### config.mk
export PLATFORM = sky130hd
export DESIGN_NAME = seg7_scan_ctrl
export DESIGN_NICKNAME = d
export VERILOG_FILES = /design/src/rtl/seg7_scan_ctrl.sv
export SDC_FILE = /design/constraint.sdc
export NUM_CORES = 1
export LEC_CHECK = 0
export ABC_AREA = 1
export CORE_MARGIN = 8
export CORE_UTILIZATION = 60
export CTS_CLUSTER_DIAMETER = 30
export CTS_CLUSTER_SIZE = 8
export DETAILED_ROUTE_END_ITERATION = 10
export GPL_TIMING_DRIVEN = 0
export PLACE_DENSITY_LB_ADDON = 0.25
export SYNTH_ARGS = -nofsm -noshare
export SYNTH_HDL_FRONTEND = slang
export SYNTH_SLANG_ARGS = --single-unit
### constraint.sdc
create_clock -name CLK -period 3.85 [get_ports CLK]
set_clock_uncertainty 0.05 [all_clocks]
set_input_delay 0.9625 -clock CLK [delete_from_list [all_inputs] [get_ports CLK]]
set_output_delay 0.9625 -clock CLK [all_outputs]
set_load 0.02 [all_outputs]
### src/rtl/seg7_scan_ctrl.sv
// seg7_scan_ctrl: time-multiplexed driver for an 8-digit, common-bus 7-segment display.
//
// Scans digits 0..7 in fixed slots of 16 sub-steps, each SCAN_DIV clocks long. Each slot
// has three phases:
//   - Guard: step 0, all anodes off, to avoid ghosting.
//   - On: steps 1..bright.
//   - Off: the rest of the slot.
// New display content arrives over a valid/ready port and is committed only on the last
// cycle of a frame, so a frame never mixes old and new content.
//
// Optional feature: define SEGSCAN_LZB_EN for leading-zero blanking.
//
// Ports
//   CLK         system clock
//   nRST        asynchronous active-low reset
//   upd_valid   update request
//   upd_ready   update accepted when upd_valid & upd_ready
//   upd_data    nibble i = hex value of digit i
//   upd_dp      bit i = decimal point of digit i (1 = lit)
//   digit_en    per-digit enable, sampled at each slot start
//   bright      PWM level 0..15, sampled at each slot start
//   SEG         segments g..a, active-low
//   DP          decimal point, active-low
//   AN          digit anodes, active-low, at most one low
//   frame_tick  one-cycle pulse marking the end of digit 7's slot

module seg7_scan_ctrl #(
  parameter int unsigned SCAN_DIV = 100_000 / 16
) (
  input  logic        CLK,
  input  logic        nRST,
  input  logic        upd_valid,
  output logic        upd_ready,
  input  logic [31:0] upd_data,
  input  logic [7:0]  upd_dp,
  input  logic [7:0]  digit_en,
  input  logic [3:0]  bright,
  output logic [6:0]  SEG,
  output logic        DP,
  output logic [7:0]  AN,
  output logic        frame_tick
);

  localparam int unsigned SubW = (SCAN_DIV > 1) ? $clog2(SCAN_DIV) : 1;
  localparam logic [SubW-1:0] SubLast = SubW'(SCAN_DIV - 1);

  typedef enum logic [1:0] {StGuard, StOn, StOff} phase_e;

  // Scan counters and per-slot phase
  logic [SubW-1:0] sub_q;
  logic [3:0]      step_q;
  logic [2:0]      dig_q;
  phase_e          phase_q;
  logic            en_q;
  logic [3:0]      bright_q;

  // Content registers and update handshake
  logic [31:0] disp_q, shadow_q;
  logic [7:0]  dpreg_q, shadow_dp_q;
  logic        pending_q, ready_q;

  // Registered outputs
  logic [7:0] an_q;
  logic [6:0] seg_q;
  logic       dp_q, tick_q;

  logic       step_end, slot_start, slot_end, frame_end;
  logic [3:0] bright_cur;
  logic [4:0] nib_lsb;
  logic [3:0] nibble;
  logic       eligible, show;

  assign step_end   = (sub_q == SubLast);
  assign slot_start = (step_q == 4'd0) && (sub_q == '0);
  assign slot_end   = step_end && (step_q == 4'd15);
  assign frame_end  = slot_end && (dig_q == 3'd7);
  // With SCAN_DIV=1 the slot-start cycle is also the end of the guard step, so the live
  // brightness must steer the guard->on decision on that cycle.
  assign bright_cur = slot_start ? bright : bright_q;
  assign nib_lsb    = {dig_q, 2'b00};
  assign nibble     = disp_q[nib_lsb +: 4];

`ifdef SEGSCAN_LZB_EN
  logic [2:0] msn;
  always_comb begin
    msn = 3'd0;
    for (int i = 1; i < 8; i++) begin
      if (disp_q[4*i +: 4] != 4'd0) msn = 3'(i);
    end
  end
  assign eligible = (dig_q <= msn);
`else
  assign eligible = 1'b1;
`endif

  assign show = en_q & eligible;

  function automatic logic [6:0] hex_to_seg(input logic [3:0] v);
    logic [6:0] s;
    case (v)
      4'h0: s = 7'h40;
      4'h1: s = 7'h79;
      4'h2: s = 7'h24;
      4'h3: s = 7'h30;
      4'h4: s = 7'h19;
      4'h5: s = 7'h12;
      4'h6: s = 7'h02;
      4'h7: s = 7'h78;
      4'h8: s = 7'h00;
      4'h9: s = 7'h10;
      4'hA: s = 7'h08;
      4'hB: s = 7'h03;
      4'hC: s = 7'h46;
      4'hD: s = 7'h21;
      4'hE: s = 7'h06;
      default: s = 7'h0E;
    endcase
    return s;
  endfunction

  // Scan counters, slot phase FSM and registered outputs
  always_ff @(posedge CLK or negedge nRST) begin
    if (!nRST) begin
      sub_q    <= '0;
      step_q   <= 4'd0;
      dig_q    <= 3'd0;
      phase_q  <= StGuard;
      en_q     <= 1'b0;
      bright_q <= 4'd0;
      an_q     <= 8'hFF;
      seg_q    <= 7'h7F;
      dp_q     <= 1'b1;
      tick_q   <= 1'b0;
    end else begin
      if (slot_start) begin
        en_q     <= digit_en[dig_q];
        bright_q <= bright;
      end

      if (step_end) begin
        sub_q  <= '0;
        step_q <= step_q + 4'd1;
        if (slot_end) dig_q <= dig_q + 3'd1;
        if (step_q == 4'd15) begin
          phase_q <= StGuard;
        end else begin
          case (phase_q)
            StGuard: phase_q <= (bright_cur != 4'd0) ? StOn : StOff;
            StOn:    if (step_q == bright_cur) phase_q <= StOff;
            default: phase_q <= phase_q;
          endcase
        end
      end else begin
        sub_q <= sub_q + SubW'(1);
      end

      // Outputs lag the counter/phase state by one cycle.
      an_q  <= 8'hFF;
      seg_q <= 7'h7F;
      dp_q  <= 1'b1;
      if (phase_q == StOn) begin
        seg_q <= hex_to_seg(nibble);
        dp_q  <= eligible ? ~dpreg_q[dig_q] : 1'b1;
        if (show) an_q <= ~(8'b1 << dig_q);
      end
      tick_q <= frame_end;
    end
  end

  // Update handshake: shadow holds one pending update until the frame boundary.
  always_ff @(posedge CLK or negedge nRST) begin
    if (!nRST) begin
      disp_q      <= 32'd0;
      dpreg_q     <= 8'd0;
      shadow_q    <= 32'd0;
      shadow_dp_q <= 8'd0;
      pending_q   <= 1'b0;
      ready_q     <= 1'b1;
    end else begin
      // ready_q implies !pending_q, so the two branches never compete.
      if (upd_valid && ready_q) begin
        shadow_q    <= upd_data;
        shadow_dp_q <= upd_dp;
        pending_q   <= 1'b1;
        ready_q     <= 1'b0;
      end else if (frame_end && pending_q) begin
        disp_q    <= shadow_q;
        dpreg_q   <= shadow_dp_q;
        pending_q <= 1'b0;
        ready_q   <= 1'b1;
      end
    end
  end

  assign AN         = an_q;
  assign SEG        = seg_q;
  assign DP         = dp_q;
  assign frame_tick = tick_q;
  assign upd_ready  = ready_q;

endmodule

* Yosys cells after proc, flatten, opt, wreduce, memory -nomap -nowiden
Memory sizes are Yosys's and may differ from the RTL's.
Cells that the tools add are included.
** Storage, ports and cells
- Register bits after elaboration :: 126
- Latch bits :: 0
- Memory bits (read-only) :: 112
- RAM bits :: 0
- Input bits :: 55
- Memories kept :: 1
** Operators by class
- Reductions and logical operators :: 14
- Div/mod/pow operators :: 0
- Eq/ne operators :: 6
- Magnitude comparators :: 1
- Multiply operators :: 0
- $add $sub $neg :: 3
- Shift-type cells :: 2
- Muxes and demuxes :: 18
- Bitwise operators :: 3
** Memory list
- (no name shown) :: depth 16, bits a word 7, rd ports 1, clocked after memory_dff 0, write ports 0, line 100 : case (v)
** Operators by type and width (number)
- $shiftx 32x6->4 :: 1
- $mux 8 :: 2
- $add 13x1->13 const B :: 1
- $eq 13x13->1 const B :: 1
- $logic_not 13->1 :: 1
- $mux 13 :: 1
- $not 8->8 :: 1
- $shl 1x3->8 const A :: 1
- $mux 1 :: 7
- $mux 7 :: 1
- $bmux 1 s3 :: 2
- $mux 2 :: 3
- $logic_and 1x1->1 :: 5
- $add 4x1->4 const B :: 1
- $eq 4x4->1 :: 1
- $eq 4x4->1 const B :: 1
- $logic_not 4->1 :: 1
- $lt 3x4->1 const B :: 1
- $mux 4 :: 1
- $pmux 2 s2 :: 1
- $reduce_and 2->1 :: 2
- $reduce_bool 4->1 :: 1
- $add 3x1->3 const B :: 1
- $eq 3x3->1 const B :: 1
- other kinds (7) :: 8

* Longest topological paths before layout
- Word-level depth :: 7
- Depth in mapped cells :: 17

* Worst setup path before layout
Ideal clock, no wire load.
- Kind :: flip-flop to flip-flop
- From :: reg dig_q[0]
- To :: reg seg_q[0], in the netlist SEG[0]
- Path slack :: 1.698 ns
- Required time :: 3.703 ns
- Arrival time :: 2.006 ns
- Cell stages (with the launch flop) :: 13
- Setup time :: 0.097 ns
- Buffers on the path :: 1
- Cells stage by stage :: dfrtp_1 -> inv_2 -> clkbuf_1 -> o21ai_0 -> o22ai_1 -> inv_1 -> o21ai_1 -> inv_1 -> ha_1 -> inv_1 -> a21oi_1 -> o21ai_0 -> nand3_1
** Between the ends
- Word-level cells in the longest chain between the ends :: 3
** RTL lines
- from (decl) :: line 52 : logic [2:0] dig_q;
- from (signal assigned) :: line 143 : if (slot_end) dig_q <= dig_q + 3'd1;
- $shiftx 32x6->4 :: line 81 : assign nibble = disp_q[nib_lsb +: 4];
- $mem_v2 16x7
- $mux 7 :: line 161 : if (phase_q == StOn) begin
- to (signal assigned) :: line 162 : seg_q <= hex_to_seg(nibble);
- to (decl) :: line 64 : logic [6:0] seg_q;
Every way passes these cells.
A chain may end at the register's enable or synchronous reset.

* Worst setup path in the final report
- From :: reg dig_q[1]
- To :: reg seg_q[0], in the netlist SEG[0]
The elaborated chain is that of the path after synthesis.

==> results by group <==
Status
  • Status: finished clean

Timing
  • Tightest Pin Transition: 0.580 ns
  • Fin crit period: approximately 2.9 ns
  • Max Slew Vio Count: 0
  • Hold Violations, Final: 0
  • Setup violators final: 0
  • Final Cycle Share: 74.7%
  • Setup repair after global routing missed its margin: false
  • Setup ws final: about 0.97 ns
  • F_max: 348 MHz
  • Final TNS setup: 0 ns
  • Slew HR: 61.3%

Clock network
  • CTS tree: built
  • CTS buffer count: 17
  • Bufs on Longest Clock Path: 2
  • CTS root buffer: clkbuf_8
  • # Post-CTS Setup Buffers: 0
  • Reg clk slew, reported paths: 0.06 ns
  • Cts repair resizes: 0
  • CTS hold repair buffers: 0
  • Clk_lat worst skew: 0.53 ns
  • Clock sinks: 126
  • Htree depth: 4

Power
  • PnR Total Power: 3.41 mW
  • Combinational share of power: 8.3%
  • P_int: 2.64 mW
  • NetSw: roughly 0.78 mW
  • Sw Ratio: 22.8%
  • Maximum VDD drop: 360 uV
  • Reg power frac: 44.4%
  • P_leak: approximately 3.4 nW
  • Clock share of power: 47.3%
  • Power Density: about 470 nW/um^2

Detailed routing
  • Via/cell ratio: 5.31
  • Routed Antenna Nets: 0
  • # DRC: 0
  • Routed vias: 4,780
  • Drt total wl: about 13,000 microns
  • Post-DR wirelength/cell: 14.9 microns
  • DRT iter0 DRCs: 348
  • First-pass iteration count of the detailed router: 7

Cells and area
  • Register area: 3170 sq um
  • Fill cells: 666
  • Area growth from synthesis to layout: 26.2%
  • Layout cells sized above 1: 10.3%
  • Fin cells: 900
  • Commonest non-fill, non-tap cell in the layout: nand2_1
  • N_diodes: 0
  • Commonest cells after routing, fill and taps aside: nand2_1 (157), dfrtp_1 (109), inv_1 (77)
  • Nets: 827
  • Design area: between 7000 and 8000 sq um
  • Area of the multi-input gates: 2210 sq um

Global routing
  • Largest net degree at the start of global routing: between 60 and 70
  • Overall global routing resource usage: 21.7%
  • First-pass GRT wire length: 22,200 microns
  • Total global routing overflow: 0
  • Vias in the first global route: 4,889
  • Antenna violations before repair: 0

Floorplanning
  • Die W: between 100 and 150 microns
  • IO Pins: 73
  • Core Area: 9590 sq um
  • Die Height: about 110 microns
  • Initial Util: 60.6%
  • Die ar.: 13,100 sq um
  • Std-Cell Rows: 36

Yosys
  • Main synth FF type: dfrtp_1
  • Mapped Cells: 663
  • Sequential share of the synthesized area: around 55%
  • Number of synthesized flops with an enable pin: 0
  • FFs w/ async S/R, synth: 100%
  • Synthesis-stage register bit count: about 130
  • Syn_nets: 735
  • Cell Area, Synth: slightly below 6000 sq um
  • Syn avg cell area: 8.76 sq um
  • Yosys cell types: 36
  • Warnings from Yosys: 0

Run
  • Number of max-cap violations: 0

Min path
  • Hold Path Class: input port to asynchronous set/reset pin

Worst setup path
  • Arrival time worst endpoint: 3.25 ns
  • FF-to-FF setup slack: between 0.9 and 1 ns
  • Setup crit end kind: flip-flop
  • Crit-path max FO: 11
  • Worst Setup Start Kind: flip-flop
  • Kind of critical path: flip-flop to flip-flop
  • CP Data Required Time: about 4.2 ns

Place
  • Setup WS pre-CTS: around 1.1 ns
  • Final Wtd Congestion: 0.945
  • Dpl hpwl: 9540 microns
  • Placed cells: between 800 and 900
  • I/O Buffers: 72
  • Area after DPL: around 6700 sq um
-- layer usage --
metal  up-vias  GRT usage, %  part of all wire, %
li1       2320             -                    -
met1      2283          25.6                   43
met2       152          35.5                   49
met3        25          6.96                  5.5
met4         0          9.67                  2.0
met5         -             0                    0
-- worst max-delay path, cell delays in order, from the launching register on --
cell and delay (ns):
dfrtp_1 0.47, inv_1 0.13, clkbuf_1 0.45, o21ai_0 0.17, o22ai_1 0.15, inv_1 0.06
o21ai_1 0.45, inv_1 0.18, ha_1 0.27, inv_1 0.08, a21oi_1 0.09, o21ai_0 0.11
nand3_1 0.11
-- synthesized netlist by cell type (8+ instances only) --
library cell / n / area (sq um)
nand2_1: 157 / 589
dfrtp_1: 109 / 2730
inv_1: 77 / 289
o21ai_0: 68 / 340
nor2_1: 56 / 210
nand3_1: 34 / 170
o21ai_1: 32 / 160
clkbuf_1: 17 / 63.8
dfstp_2: 17 / 447
ha_1: 17 / 213
mux2_4: 10 / 150
a21oi_1: 8 / 40.0
-- worst paths after layout --
kind                           start    endpoint  depth (start not counted)
min reg2reg                upd_ready   upd_ready                          2
max in group asynchronous       nRST  disp_q[25]                          2
min                             nRST    sub_q[9]                          1
min in group CLK           upd_ready   upd_ready                          2
max reg2reg                 dig_q[1]      SEG[0]                         12
max                         dig_q[1]      SEG[0]                         12
-- registers in the layout, indices dropped and copies added, names as in the netlist, 2 cells and up --
name and flops:
disp_q 32, shadow_q 32, sub_q 13, AN 8, dpreg_q 8, shadow_dp_q 8, SEG 7, bright_q 4
step_q 4, dig_q 3, phase_q 2
-- stage by stage --
step                      utilization (%)  hold slack, ns
after floorplan                         -           0.398
after global placement               69.8           0.413
after detailed placement             70.1           0.416
after CTS                            76.4           0.344
after global routing                 76.4           0.367
final                                76.4           0.345
-- power groups by stage --
stage	clock [mW]	sequential, mW	combinational [mW]
global route	1.70	1.53	0.320
detailed placement	0	1.54	0.278
global placement	0	1.53	0.262
floorplan	0	1.53	0.143
finish	1.62	1.52	0.282
CTS	1.63	1.52	0.285
-- cell type report --
class	instances	area share [%]
flip-flops and latches	126	43.3
multi-input cells	428	30.2
repair buffers	73	10.2
clock buffers	22	6.45
inverters	83	4.27
well taps	133	2.27
clock inverters	9	1.83
plain buffers	26	1.52
-- cells by family (layout without fill, tap and decap cells) --
group | after synthesis | after routing | synth area share [%]
buffers and inverters | 109 | 213 | 7.30
DFF | 126 | 126 | 54.6
AOI/OAI and AO/OA | 125 | 125 | 11.4
adders and majority gates | 17 | 17 | 3.66
and+or+nand+nor | 270 | 270 | 19.5
muxes | 10 | 10 | 2.58
xor gates and xnor gates | 6 | 6 | 0.904
Power figures use the tool's default switching activity.
